===== src/rtl/instr_fetch_unit_pkg.sv =====
// ---------------------------------------------------------------------------
// instr_fetch_unit_pkg
// Shared definitions for the instruction fetch front end and the decoders
// that consume its output:
//   - fetch FSM state encoding
//   - the canonical NOP (addi x0, x0, 0) loaded into the instruction register
//   - RV32 instruction field bit positions
//   - a small alignment helper used by the next-PC logic
// ---------------------------------------------------------------------------
package instr_fetch_unit_pkg;

  typedef enum logic [1:0] {
    S_REQ  = 2'd0,
    S_WAIT = 2'd1,
    S_HOLD = 2'd2,
    S_HALT = 2'd3
  } fetch_state_t;

  localparam logic [31:0] NOP_INSTR = 32'h0000_0013;

  // RV32 base-format field positions, shared with the controller's decoders.
  localparam int OPCODE_LSB = 0;
  localparam int OPCODE_MSB = 6;
  localparam int RD_LSB     = 7;
  localparam int RD_MSB     = 11;
  localparam int FUNCT3_LSB = 12;
  localparam int FUNCT3_MSB = 14;
  localparam int RS1_LSB    = 15;
  localparam int RS1_MSB    = 19;
  localparam int RS2_LSB    = 20;
  localparam int RS2_MSB    = 24;
  localparam int FUNCT7_LSB = 25;
  localparam int FUNCT7_MSB = 31;

  // Word alignment: the core has no compressed instructions, so any target
  // with either of the two low bits set is illegal.
  function automatic logic pc_aligned(input logic [31:0] addr);
    return (addr[1:0] == 2'b00);
  endfunction

endpackage


===== src/rtl/instr_fetch_unit_pc_next_sel.sv =====
// ---------------------------------------------------------------------------
// pc_next_sel
// Combinational next-PC selection for the fetch unit.
//   pc         in  32  address of the current instruction
//   pcsrc      in  1   1 selects pc_target, 0 selects pc + 4
//   pc_target  in  32  branch/jump target from the datapath
//   pc_plus4   out 32  pc + 4, wrapping modulo 2^32
//   next_pc    out 32  selected next PC
//   misaligned out 1   next_pc is not word aligned
// Kept separate so the jalr target path can be folded in later.
// ---------------------------------------------------------------------------
module pc_next_sel
  import instr_fetch_unit_pkg::*;
(
  input  logic [31:0] pc,
  input  logic        pcsrc,
  input  logic [31:0] pc_target,
  output logic [31:0] pc_plus4,
  output logic [31:0] next_pc,
  output logic        misaligned
);

  // 32-bit result: the carry out of 0xFFFF_FFFC + 4 is dropped, giving 0.
  assign pc_plus4   = pc + 32'd4;
  assign next_pc    = pcsrc ? pc_target : pc_plus4;
  assign misaligned = !pc_aligned(next_pc);

endmodule


===== src/rtl/instr_fetch_unit.sv =====
// ---------------------------------------------------------------------------
// instr_fetch_unit
// Front-end stage of the RISC-V core. Holds the PC, fetches one instruction
// at a time over a valid/ready request with a variable-latency response,
// and presents the instruction plus its decoded fields to the controller.
// No prefetch, no speculation: exactly one instruction in flight.
//
// Ports:
//   clk, rst                 clock, synchronous active-high reset
//   imem_req/imem_addr       fetch request (addr always equals pc)
//   imem_ready               request accepted when imem_req && imem_ready
//   imem_rvalid/imem_rdata   instruction response
//   PCsrc, pc_target         next-PC decision, sampled on accept
//   instr_accept             core has executed the presented instruction
//   instr_valid, instr       presented instruction
//   opcode..rs2              decoded fields (pure slices of instr)
//   pc, pc_plus4             address of presented instruction and pc + 4
//   fault                    sticky misaligned-target flag
//   retired                  count of accepted instructions (wraps)
// ---------------------------------------------------------------------------
module instr_fetch_unit
  import instr_fetch_unit_pkg::*;
#(
  parameter logic [31:0] RESET_PC = 32'h0000_0000
) (
  input  logic        clk,
  input  logic        rst,
  output logic        imem_req,
  output logic [31:0] imem_addr,
  input  logic        imem_ready,
  input  logic        imem_rvalid,
  input  logic [31:0] imem_rdata,
  input  logic        PCsrc,
  input  logic [31:0] pc_target,
  input  logic        instr_accept,
  output logic        instr_valid,
  output logic [31:0] instr,
  output logic [6:0]  opcode,
  output logic [2:0]  funct3,
  output logic [6:0]  funct7,
  output logic [4:0]  rd,
  output logic [4:0]  rs1,
  output logic [4:0]  rs2,
  output logic [31:0] pc,
  output logic [31:0] pc_plus4,
  output logic        fault,
  output logic [31:0] retired
);

  fetch_state_t state_reg, state_next;
  logic [31:0]  pc_reg;
  logic [31:0]  instr_reg;
  logic [31:0]  retired_reg;
  logic         fault_reg;

  logic [31:0]  next_pc;
  logic         next_misaligned;
  logic         accept_fire;
  logic         resp_fire;

  pc_next_sel u_pc_next_sel (
    .pc         (pc_reg),
    .pcsrc      (PCsrc),
    .pc_target  (pc_target),
    .pc_plus4   (pc_plus4),
    .next_pc    (next_pc),
    .misaligned (next_misaligned)
  );

  // Responses and accepts only count in the state that expects them.
  assign resp_fire   = (state_reg == S_WAIT) && imem_rvalid;
  assign accept_fire = (state_reg == S_HOLD) && instr_accept;

  always_comb begin
    state_next  = state_reg;
    imem_req    = 1'b0;
    instr_valid = 1'b0;
    case (state_reg)
      S_REQ: begin
        imem_req = 1'b1;
        if (imem_ready) begin
          state_next = S_WAIT;
        end
      end
      S_WAIT: begin
        if (imem_rvalid) begin
          state_next = S_HOLD;
        end
      end
      S_HOLD: begin
        instr_valid = 1'b1;
        if (instr_accept) begin
          state_next = next_misaligned ? S_HALT : S_REQ;
        end
      end
      S_HALT: begin
        state_next = S_HALT;
      end
      default: begin
        state_next = S_REQ;
      end
    endcase
    // Outputs are suppressed combinationally while rst is held so that no
    // request or instruction is ever shown in a reset cycle.
    if (rst) begin
      imem_req    = 1'b0;
      instr_valid = 1'b0;
    end
  end

  always_ff @(posedge clk) begin
    if (rst) begin
      state_reg   <= S_REQ;
      pc_reg      <= RESET_PC;
      instr_reg   <= NOP_INSTR;
      retired_reg <= 32'd0;
      fault_reg   <= 1'b0;
    end else begin
      state_reg <= state_next;
      if (resp_fire) begin
        instr_reg <= imem_rdata;
      end
      if (accept_fire) begin
        retired_reg <= retired_reg + 32'd1;
        // A misaligned target leaves pc pointing at the offending
        // instruction so the fault can be attributed.
        if (next_misaligned) begin
          fault_reg <= 1'b1;
        end else begin
          pc_reg <= next_pc;
        end
      end
    end
  end

  assign imem_addr = pc_reg;
  assign pc        = pc_reg;
  assign instr     = instr_reg;
  assign fault     = fault_reg;
  assign retired   = retired_reg;

  assign opcode = instr_reg[OPCODE_MSB:OPCODE_LSB];
  assign rd     = instr_reg[RD_MSB:RD_LSB];
  assign funct3 = instr_reg[FUNCT3_MSB:FUNCT3_LSB];
  assign rs1    = instr_reg[RS1_MSB:RS1_LSB];
  assign rs2    = instr_reg[RS2_MSB:RS2_LSB];
  assign funct7 = instr_reg[FUNCT7_MSB:FUNCT7_LSB];

endmodule


===== config.mk =====
export PLATFORM = sky130hd
export DESIGN_NAME = instr_fetch_unit
export DESIGN_NICKNAME = d
export VERILOG_FILES = /design/src/rtl/instr_fetch_unit_pkg.sv /design/src/rtl/instr_fetch_unit_pc_next_sel.sv /design/src/rtl/instr_fetch_unit.sv
export SDC_FILE = /design/constraint.sdc
export NUM_CORES = 1
export LEC_CHECK = 0
export CAP_MARGIN = 25
export CORE_MARGIN = 2
export CORE_UTILIZATION = 45
export DETAILED_ROUTE_END_ITERATION = 6
export PLACE_DENSITY_LB_ADDON = 0.12
export SETUP_SLACK_MARGIN = 0.1
export SLEW_MARGIN = 20
export SYNTH_ARGS = -nofsm -noshare
export SYNTH_HDL_FRONTEND = slang
export SYNTH_SLANG_ARGS = --single-unit

===== constraint.sdc =====
create_clock -name clk -period 5 [get_ports clk]
set_input_delay 1 -clock clk [delete_from_list [all_inputs] [get_ports clk]]
set_output_delay 1 -clock clk [all_outputs]
set_load 0.01 [all_outputs]

# Word level (Yosys, flattened, before mapping)
# Cells that the tools add are included.
# word_totals
register_bits,99
out_inout_bits,195
elab_cells,31
inputBits,70
# classes
add_sub_neg,2
bitwise_logic,1
muxes,10
eq_ne,6
reduce_logical,7
# ops
operator,n
$add A32 B1 Y32 const B,1
$add A32 B3 Y32 const B,1
$mux W32,1
$mux W2,4
$pmux W2 S4,1
$ne A2 B2 Y1 const B,3
$eq A2 B2 Y1 const B,2
$logic_not A2 Y1,2
$mux W1,4
$reduce_and A2 Y1,2
$reduce_and A3 Y1,1
$eq A2 B1 Y1 const B,1
$logic_and A1 B1 Y1,2
$not A1 Y1,1

# Logic depth before layout (Yosys ltp)
# depth
ltp_word,6
depth_mapped,7
ltp_nobuf,5

# Hierarchy
# From an unflattened synthesis, not the netlist that was laid out.
# unflattened
hier_cells,718
area_unflattened_um2,5497.8
# modules_own_cells
module,n_inst,seq_area_each_um2,cells_per_inst,area_each_um2
instr_fetch_unit,1,1981.9,543,4344.2
pc_next_sel,1,0.0,175,1153.6

# Worst setup path before layout
# OpenSTA, ideal clock, no wires.
# synth_timing
path_type,input to output
start,input port rst
end,output port instr_valid
n_path_buf,3
t_required_ns,4.000
path_stages,4
arrival_ns,1.959
slack_ns,2.041
cell_sequence,clkbuf_1 -> clkbuf_1 -> buf_1 -> nor2_1
# synth_between
elab_chain_len,1
# synth_rtl
element,line_no,source
"start, declared",instr_fetch_unit.sv:27,"input logic rst,"
$mux W1,instr_fetch_unit.sv:105,if (rst) begin
"end, declared",instr_fetch_unit.sv:36,"output logic instr_valid,"
# Every way passes these cells.

# Worst setup path after layout
# layout_timing
start,"register pc_reg[15], in the netlist imem_addr[15]"
end,output port pc_plus4[21]
# layout_between
elab_chain_len,1
# layout_rtl
element,line_no,source
"start, declared",instr_fetch_unit.sv:51,logic [31:0] pc_reg;
"start signal, assigned",instr_fetch_unit.sv:130,pc_reg <= next_pc;
$add A32 B3 Y32,instr_fetch_unit_pc_next_sel.sv:24,assign pc_plus4 = pc + 32'd4;
"end, declared",instr_fetch_unit.sv:45,"output logic [31:0] pc_plus4,"
# Every way passes these cells.

==> metrics <==
hold crit path type reg2reg; final setup skew 0.00693 ns; Yosys top cell area share 34.4%; TritonCTS clock tree built; cts hold-fix bufs 0; Hold WS 0.475 ns; die height 117 um; global route overflow 0; Crit Path Category reg2out; post-synthesis sequential element count 99; via count 6093; post-route cell area 8240 um2; Static Leak 2.72 nW; Clk Latency, worst-skew pair 0.35 ns; core area 12600 um2; post_cts resized 0; # H-tree levels 3; first-pass GRT wire length 27700 um; internal power 0.00138 W; Syn. warnings 0; Via density 5.67; commonest non-fill, non-tap cell in the layout clkdlybuf4s50_1; final period utilization 75.7%; number of synthesized flops with an enable pin 0; Seq pwr share 45.7%; top cells by area, synth dfxtp_1, buf_4, nand2_1; Num CTS Buffers 9; initial drt markers 499; f_max 264 MHz; Max Cap Viol 0; Final Max Tran Viols 0; setup_tns 0 ns; largest net degree at the start of global routing 83; die width 117 um; Synth async-reset ratio 0%; most frequent cells in the layout clkdlybuf4s50_1, nand2_1, dfxtp_1; die area 13700 um2; Comb power frac 12.9%; post-synthesis cell area 5760 um2; number of core rows 41; layout cell share with drive strength beyond 1 4.76%; Final Hold Vio Count 0; minimum clock period 3.79 ns; Layout area overhead 43.1%; Net Sw Frac 23.6%; Main synth FF type dfxtp_1; register area share after synthesis 34.4%; ANT nets after route 0; reg-to-reg slack, setup 2.51 ns; worst slew pin tran 0.943 ns; number of port buffers 264; cell count after placement 1060; Critical Path Start Type register; gpl congestion 0.873; Worst EP arrival 2.79 ns; RSZ-0062 raised after global routing no; relative slew slack 37.2%; gr usage total 25.4%; CTS sink cnt 99; Worst Path Max Fanout 10; leading area contributor after synthesis dfxtp_1; Post-CTS Setup Repair Bufs 0; initial antenna violation count 0; initial core utilization 45.8%; pre-CTS setup slack 1.43 ns; synthesized net count 809; non-filler cells in the finished layout 1075; worst setup margin 1.21 ns; CP endpoint kind output pin; Routed WL per cell 16.9 um; Pwr Density 220 nW/um2; router iterations before antenna repair 5; Switch Pwr 0.000426 W; clock network fraction of design power 41.4%; I/O pin cnt 265; Total Wirelength 18100 um; Root Buffer clkbuf_16; number of diodes 0; Worst EP required 4.00 ns; DRC viols 0; clock buffer depth 2; library cells used by synthesis 60; Reg clk slew, reported paths 0.07 ns; dpl hpwl 13000 um; count of final setup violators 0; placed cell areas 7920 um2; vias in the first global route 5669; Peak VDD IR 0.187 mV; fin nets 971; Cells after Synth 737; outcome completed; mean post-synth cell area 7.81 um2
power groups by stage:
stage               combinational, W  clock, W  sequential (W)
floorplan                   0.000108         0        0.000846
global placement            0.000230         0        0.000844
detailed placement          0.000233         0        0.000845
CTS                         0.000234  0.000761        0.000828
global route                0.000252  0.000791        0.000830
finish                      0.000234  0.000749        0.000828
path summary, 6_finish.rpt:
check	from	end	cells past startpoint
worst max-delay path	imem_addr[15]	pc_plus4[21]	5
worst min-delay path	fault	fault	2
worst min register to register	fault	fault	2
worst max register to register	state_reg[1]	retired[31]	5
layer usage:
| layer | track usage, % | vias up | share of wire (%) |
|---|---|---|---|
| li1 | - | 2903 | - |
| met1 | 30.7 | 2828 | 39 |
| met2 | 43.2 | 326 | 50 |
| met3 | 5.56 | 36 | 8.7 |
| met4 | 11.8 | 0 | 2.6 |
| met5 | 0 | - | 0 |
Yosys cell counts, drive strengths merged (2+ instances only):
cell type	n
inv	15
a221o	3
mux2	3
or3	10
a31oi	12
xor2	17
o21ai	18
or2	9
nor3	12
nor2	39
o221ai	3
a22oi	5
o211ai	13
mux2i	2
o41ai	9
clkbuf	33
buf	86
o31ai	5
a21boi	7
a41oi	3
and2	3
nor2b	4
xnor2	20
a31o	2
o311ai	10
or4	13
and4	10
nand4	31
nand2	110
ha	2
and3	9
a21oi	56
nand3	32
nor4	10
nand2b	5
dfxtp	99
metrics by stage:
| stage | power (W) | utilization, % |
|---|---|---|
| floorplan | 0.000954 | - |
| global placement | 0.00107 | 63.0 |
| detailed placement | 0.00108 | 63.0 |
| CTS | 0.00182 | 65.5 |
| global route | 0.00187 | 65.5 |
| finish | 0.00181 | 65.5 |
cell type report:
cell class | instances | area [um2]
Sequential cell | 99 | 1980
Clock buffer | 10 | 239
Inverter | 16 | 60.1
Tap cell | 172 | 215
Clock inverter | 5 | 77.6
Timing Repair Buffer | 270 | 2690
Multi-Input combinational cell | 503 | 2980
Fill cell | 1084 | 4330
cells by family (layout without fill, tap and decap cells):
kind of cell | after synthesis | after routing | synth area share (%)
simple gates | 301 | 301 | 26.5
compound gates | 158 | 158 | 18.1
buf+inv | 135 | 301 | 14.0
flops | 99 | 99 | 34.4
xor+xnor | 37 | 37 | 5.63
mux | 5 | 5 | 0.934
fa+ha+maj | 2 | 2 | 0.435
worst max-delay path: stages, from the launching register on:
cell and delay (ns):
dfxtp_1 0.56, nand4_4 0.22, or4_1 0.69, nor2_1 0.19, xor2_1 0.20, clkdlybuf4s50_1 0.57
Power figures use the tool's default switching activity.
